<file path="config.mk">
export PLATFORM = sky130hd
export DESIGN_NAME = mdu_sequencer
export DESIGN_NICKNAME = d
export VERILOG_FILES = /design/src/rtl/mdu_pkg.sv /design/src/rtl/mdu_div_core.sv /design/src/rtl/mdu_sequencer.sv
export SDC_FILE = /design/constraint.sdc
export NUM_CORES = 2
export LEC_CHECK = 0
export ABC_AREA = 1
export CAP_MARGIN = 20
export CORE_ASPECT_RATIO = 1.2
export CORE_MARGIN = 2
export CORE_UTILIZATION = 35
export DETAILED_ROUTE_END_ITERATION = 16
export GPL_TIMING_DRIVEN = 0
export MAX_ROUTING_LAYER = met4
export PLACE_DENSITY_LB_ADDON = 0.25
export SKIP_LAST_GASP = 1
export SLEW_MARGIN = 20
export SYNTH_ARGS = -nofsm -noshare
export SYNTH_HDL_FRONTEND = slang
export SYNTH_SLANG_ARGS = --single-unit
</file>
<file path="constraint.sdc">
create_clock -name clk -period 33 [get_ports clk]
set_input_delay 6.6 -clock clk [delete_from_list [all_inputs] [get_ports clk]]
set_output_delay 6.6 -clock clk [all_outputs]
set_load 0.05 [all_outputs]
</file>
<file path="src/rtl/mdu_pkg.sv">
// Shared definitions for the RV32M multiply/divide unit: op codes, FSM states and latencies.
package mdu_pkg;
    localparam int DATA_W    = 32;
    localparam int DIV_STEPS = 32;
    localparam int MUL_LAT   = 2;
    localparam int CNT_W     = $clog2(DIV_STEPS);

    localparam logic [4:0] ALU_MUL    = 5'b01000;
    localparam logic [4:0] ALU_MULH   = 5'b01001;
    localparam logic [4:0] ALU_MULHU  = 5'b01010;
    localparam logic [4:0] ALU_MULHSU = 5'b01011;
    localparam logic [4:0] ALU_DIV    = 5'b01100;
    localparam logic [4:0] ALU_DIVU   = 5'b01101;
    localparam logic [4:0] ALU_REM    = 5'b01110;
    localparam logic [4:0] ALU_REMU   = 5'b01111;

    typedef enum logic [1:0] {
        ST_IDLE,
        ST_MUL,
        ST_DIV,
        ST_DONE
    } mdu_state_e;

    function automatic logic is_m_op(input logic [4:0] code);
        return (code >= ALU_MUL) && (code <= ALU_REMU);
    endfunction

    function automatic logic is_div_op(input logic [4:0] code);
        return (code >= ALU_DIV) && (code <= ALU_REMU);
    endfunction
endpackage

</file>
<file path="src/rtl/mdu_div_core.sv">
// Unsigned restoring divider: one quotient bit per step, operands are magnitudes.
module mdu_div_core
    import mdu_pkg::*;
(
    input  logic              clk,
    input  logic              reset,
    input  logic              load,
    input  logic              step,
    input  logic [DATA_W-1:0] dividend,
    input  logic [DATA_W-1:0] divisor,
    output logic              last,
    output logic [DATA_W-1:0] quo_next,
    output logic [DATA_W-1:0] rem_next
);
    logic [DATA_W-1:0] quo;
    logic [DATA_W-1:0] rem;
    logic [DATA_W-1:0] dsr;
    logic [CNT_W-1:0]  cnt;
    logic [DATA_W:0]   rem_shift;
    logic [DATA_W:0]   diff;

    // quo doubles as the dividend shift register; its MSB feeds the partial remainder
    always_comb begin
        rem_shift = {rem, quo[DATA_W-1]};
        diff      = rem_shift - {1'b0, dsr};
        if (diff[DATA_W]) begin
            rem_next = rem_shift[DATA_W-1:0];
            quo_next = {quo[DATA_W-2:0], 1'b0};
        end else begin
            rem_next = diff[DATA_W-1:0];
            quo_next = {quo[DATA_W-2:0], 1'b1};
        end
    end

    assign last = step && (cnt == CNT_W'(DIV_STEPS - 1));

    always_ff @(posedge clk or posedge reset) begin
        if (reset) begin
            quo <= '0;
            rem <= '0;
            dsr <= '0;
            cnt <= '0;
        end else if (load) begin
            quo <= dividend;
            rem <= '0;
            dsr <= divisor;
            cnt <= '0;
        end else if (step) begin
            quo <= quo_next;
            rem <= rem_next;
            cnt <= cnt + CNT_W'(1);
        end else begin
            cnt <= '0;
        end
    end
endmodule

</file>
<file path="src/rtl/mdu_sequencer.sv">
// EX-stage RV32M sequencer: 2-stage multiply, 32-step restoring divide, pipeline stall and flush.
module mdu_sequencer
    import mdu_pkg::*;
(
    input  logic              clk,
    input  logic              reset,
    input  logic              start,
    input  logic [4:0]        alu_control,
    input  logic [DATA_W-1:0] data1,
    input  logic [DATA_W-1:0] data2,
    input  logic              flush,
    output logic [DATA_W-1:0] result,
    output logic              result_valid,
    output logic              stall,
    output logic              busy
);
    mdu_state_e state, state_next;

    logic [1:0]                op_q;
    logic [DATA_W-1:0]         a_q, b_q;
    logic signed [DATA_W:0]    a_p0, b_p0;
    logic signed [2*DATA_W-1:0] prod_p0;
    logic                      mul_cnt, mul_done;
    logic                      neg_q, neg_r, rv_q;
    logic                      accept, div_load, div_step, div_last;
    logic                      in_is_div, in_signed, in_div0, in_ovf;
    logic [DATA_W-1:0]         a_mag, b_mag, div_quo, div_rem, special_res, result_d;

    function automatic logic [DATA_W-1:0] cond_neg(input logic [DATA_W-1:0] v, input logic neg);
        return neg ? (~v + DATA_W'(1)) : v;
    endfunction

    function automatic logic signed [DATA_W:0] ext33(input logic [DATA_W-1:0] v, input logic sgn);
        return {sgn & v[DATA_W-1], v};
    endfunction

    assign in_is_div = is_div_op(alu_control);
    assign in_signed = ~alu_control[0];
    assign in_div0   = (data2 == '0);
    assign in_ovf    = in_signed && (data1 == 32'h8000_0000) && (data2 == '1);
    assign a_mag     = cond_neg(data1, in_signed & data1[DATA_W-1]);
    assign b_mag     = cond_neg(data2, in_signed & data2[DATA_W-1]);

    always_comb begin
        if (alu_control[1]) special_res = in_div0 ? data1 : '0;
        else                special_res = in_div0 ? '1 : 32'h8000_0000;
    end

    assign prod_p0  = 64'(a_p0) * 64'(b_p0);
    assign mul_done = (mul_cnt == 1'(MUL_LAT - 1));

    mdu_div_core u_div (
        .clk      (clk),
        .reset    (reset),
        .load     (div_load),
        .step     (div_step),
        .dividend (a_mag),
        .divisor  (b_mag),
        .last     (div_last),
        .quo_next (div_quo),
        .rem_next (div_rem)
    );

    always_comb begin
        state_next = state;
        accept     = 1'b0;
        div_load   = 1'b0;
        div_step   = 1'b0;
        stall      = 1'b0;
        result_d   = result;
        unique case (state)
            ST_IDLE: begin
                if (start && is_m_op(alu_control) && !flush && !reset) begin
                    accept = 1'b1;
                    stall  = 1'b1;
                    if (!in_is_div) begin
                        state_next = ST_MUL;
                    end else if (in_div0 || in_ovf) begin
                        state_next = ST_DONE;
                        result_d   = special_res;
                    end else begin
                        state_next = ST_DIV;
                        div_load   = 1'b1;
                    end
                end
            end
            ST_MUL: begin
                stall = 1'b1;
                if (flush) begin
                    state_next = ST_IDLE;
                end else if (mul_done) begin
                    state_next = ST_DONE;
                    result_d   = (op_q == 2'b00) ? prod_p0[DATA_W-1:0] : prod_p0[2*DATA_W-1:DATA_W];
                end
            end
            ST_DIV: begin
                stall    = 1'b1;
                div_step = !flush;
                if (flush) begin
                    state_next = ST_IDLE;
                end else if (div_last) begin
                    state_next = ST_DONE;
                    result_d   = op_q[1] ? cond_neg(div_rem, neg_r) : cond_neg(div_quo, neg_q);
                end
            end
            ST_DONE: state_next = ST_IDLE;
            default: state_next = ST_IDLE;
        endcase
    end

    always_ff @(posedge clk or posedge reset) begin
        if (reset) state <= ST_IDLE;
        else       state <= state_next;
    end

    always_ff @(posedge clk or posedge reset) begin
        if (reset) begin
            op_q    <= '0;
            a_q     <= '0;
            b_q     <= '0;
            neg_q   <= 1'b0;
            neg_r   <= 1'b0;
            a_p0    <= '0;
            b_p0    <= '0;
            mul_cnt <= 1'b0;
            result  <= '0;
            rv_q    <= 1'b0;
        end else begin
            if (accept) begin
                op_q  <= alu_control[1:0];
                a_q   <= data1;
                b_q   <= data2;
                neg_q <= in_signed & (data1[DATA_W-1] ^ data2[DATA_W-1]);
                neg_r <= in_signed & data1[DATA_W-1];
            end
            // multiply stage 1: sign/zero-extended operands; stage 2 lands in result
            if (state == ST_MUL && mul_cnt == 1'b0) begin
                a_p0 <= ext33(a_q, op_q != 2'b10);
                b_p0 <= ext33(b_q, !op_q[1]);
            end
            mul_cnt <= (state == ST_MUL) && !mul_done && !flush;
            result  <= result_d;
            rv_q    <= (state_next == ST_DONE);
        end
    end

    // a flush arriving in DONE still has to swallow the completion pulse
    assign result_valid = rv_q & ~flush;
    assign busy         = (state != ST_IDLE);
endmodule

</file>
==> flow_metrics.env <==
export IMPL_cp_end_kind="primary output"
export IMPL_grt_use_total_pct=33.6
export IMPL_syn2layout_area_growth_pct=8.70
export IMPL_layout_commonest_cell="inv_1"
export IMPL_vias_per_cell=5.05
export IMPL_maxSlewViolCount=0
export IMPL_wl_met3_um=16100
export IMPL_drt_iter0_drc=4186
export IMPL_gp_congestion=1.08
export IMPL_grt_overflow_total=0
export IMPL_clkSlewWorstSetupHoldPaths_ns=0.07
export IMPL_yosysUniqueCellTypes=59
export IMPL_placed_cells=9990
export IMPL_synthArstFlopShare_pct=100
export IMPL_yosysSeqAreaShare_pct=11.7
export IMPL_rows=163
export IMPL_final_cell_mix="2,169 x inv_1, 1,994 x nand2_1, 1,125 x fa_1"
export IMPL_drv_cap=0
export IMPL_htree_levels=1
export IMPL_postCtsResizedCells=0
export IMPL_netlist_instances=7729
export IMPL_fmax_mhz=56.3
export IMPL_setup_viol=0
export IMPL_io_buffers=107
export IMPL_met2WireLength_um=132000
export IMPL_postSynthAreaPerCell_sq_um=7.53
export IMPL_syn_area_sq_um=58200
export IMPL_clkLatencyLatePin_ns=0.62
export IMPL_cp_max_fo=90
export IMPL_die_y_um=451
export IMPL_fin_nets=9333
export IMPL_post_route_period_util_pct=53.8
export IMPL_clock_sinks=271
export IMPL_highest_layer="met4"
export IMPL_layout_min_cycle_time_ns=17.76
export IMPL_synth_seq_cells=271
export IMPL_num_io_pins=108
export IMPL_grt_pass1_wl_um=391000
export IMPL_firstDrtPassIters=6
export IMPL_critPathLaunchType="input pin"
export IMPL_die_w_um=376
export IMPL_route_vias_total=50900
export IMPL_synth_edff_count=0
export IMPL_clk_path_buf_depth=3
export IMPL_status="completed"
export IMPL_die_area_sq_um=170000
export IMPL_instances_no_fill=10100
export IMPL_postCtsSetupRepairBufs=0
export IMPL_rsz0062_at_grt="false"
export IMPL_dp_hpwl_um=231000
export IMPL_grt_max_degree=91
export IMPL_setup_slack_ns=15.24
export IMPL_initial_utilization_pct=35.3
export IMPL_cts_tree="built"
export IMPL_setup_tns_final_ns=0
export IMPL_hold_class="reg -> reg"
export IMPL_ys_flop_type="dfrtp_1"
export IMPL_wl_met1_um=101000
export IMPL_routed_wl_um=273000
export IMPL_antenna_found_initial=17
export IMPL_worst_ep_arrival_time_ns=11.16
export IMPL_clockRootBuffer="clkbuf_16"
export IMPL_yosys_warnings=0
export IMPL_worstMarginPinSlew_ns=1.29
export IMPL_cp_required_ns=26.40
export IMPL_crit_type="in -> out"
export IMPL_wire_per_inst_um=27.1
export IMPL_synth_fp_nets=9185
export IMPL_cts_buffers_inserted=29
export IMPL_slew_headroom_pct=14.1
export IMPL_grt_pass1_vias=53800
export IMPL_layout_drive_gt1_share_pct=3.20
export IMPL_drtAntennaViolNets=0
export IMPL_pre_cts_slack_ns=15.22
export IMPL_skew_ns=0.0419
export IMPL_post_route_drc_count=0
export IMPL_postCtsHoldBufs=0
export IMPL_coreArea_sq_um=165000
export IMPL_hold_violations=0
-- registers in the layout, summed over array words and instances, names as in the netlist --
signal / cells
neg_q: 1
b_q: 32
result: 32
mul_cnt: 1
state: 2
a_q: 32
rv_q: 1
u_div.dsr: 32
u_div.rem: 32
op_q: 2
neg_r: 1
u_div.cnt: 5
u_div.quo: 32
a_p0: 33
b_p0: 33
-- cells in the mapped netlist, types with 6 or more instances --
cell type	count	area [sq um]
o21a_1	7	52.6
o211ai_1	23	173
nor2_4	8	90.1
a21boi_0	6	45.0
a21oi_1	188	941
a31oi_1	39	244
clkbuf_1	340	1280
xnor2_1	34	298
nand3_1	209	1050
nand2_1	1994	7480
nor3_1	34	170
o21bai_1	21	158
or2_2	12	75.1
a21o_1	12	90.1
inv_1	2170	8150
o21ai_0	335	1680
nor4_1	10	62.6
o21ai_1	7	35.0
nor2_2	13	81.3
nand2_2	38	238
buf_1	11	41.3
o221ai_1	24	210
ha_1	257	3220
o22ai_1	12	75.1
xor2_1	67	587
nand4_1	49	307
o31ai_1	7	52.6
buf_2	7	35.0
fa_1	1126	22500
inv_2	17	63.8
nand2_4	12	135
dfrtp_1	271	6780
nor2_1	313	1170
-- path summary, 6_finish.rpt --
| check | from | endpoint | slack, ns | cells after the start |
|---|---|---|---|---|
| min reg2reg | a_q[19] | a_p0[19] | 0.49 | 2 |
| max reg2reg | b_p0[8] | result[22] | 22.32 | 32 |
| max in group asynchronous | reset | result[9] | 25.04 | 5 |
| min | a_q[19] | a_p0[19] | 0.49 | 2 |
| min in group asynchronous | reset | b_q[12] | 6.35 | 2 |
| max | reset | stall | 15.24 | 13 |
-- cell families (layout without fill, tap and decap cells) --
family                   count (synthesis)  after routing  share of synthesized area (%)
adder cells (fa/ha/maj)               1383           1383                           44.3
AND/OR/NAND/NOR                       2713           2713                           19.1
buffers and inverters                 2554           2721                           16.6
AO/OA/AOI/OAI                          707            707                           6.88
flip-flops                             271            271                           11.7
other                                    0             20                              0
XOR/XNOR                               101            101                           1.52
-- per-layer routing --
layer  vias up  track usage, %
li1      22600               -
met1     25700            38.1
met2      1945            55.3
met3       589            4.21
met4         0            22.9
met5         -               -
-- per-stage QoR --
step,cell area (sq um),hold slack (ns),utilization [%]
final,63200,0.488,38.4
after global routing,63200,0.519,38.4
after CTS,63200,0.486,38.3
after detailed placement,62200,0.469,37.7
after global placement,61900,0.462,37.6
after floorplan,58200,0.442,-
-- worst max-delay path: stages --
cell and delay (ns):
clkdlybuf4s50_1 0.49, inv_8 0.20, buf_16 0.38, buf_16 0.40
buf_16 0.36, nand3_1 0.18, nor2_1 0.15, inv_1 0.10
nor2_1 0.31, inv_1 0.21, clkbuf_1 0.28, a21oi_1 0.43
clkdlybuf4s50_1 0.90
-- final cells by class --
class / instances / area [sq um]
clock buffer: 36 / 802
fill: 17800 / 102000
antenna: 20 / 50.0
multi-input combinational: 4904 / 41700
inverter: 2189 / 8230
buffer: 365 / 1510
clock inverter: 14 / 189
tap: 2145 / 2680
sequential: 271 / 6780
timing repair buffer: 117 / 1260
Power is not shown: default switching activity piles up to over one toggle a cycle in this logic, so the estimate is an artifact.
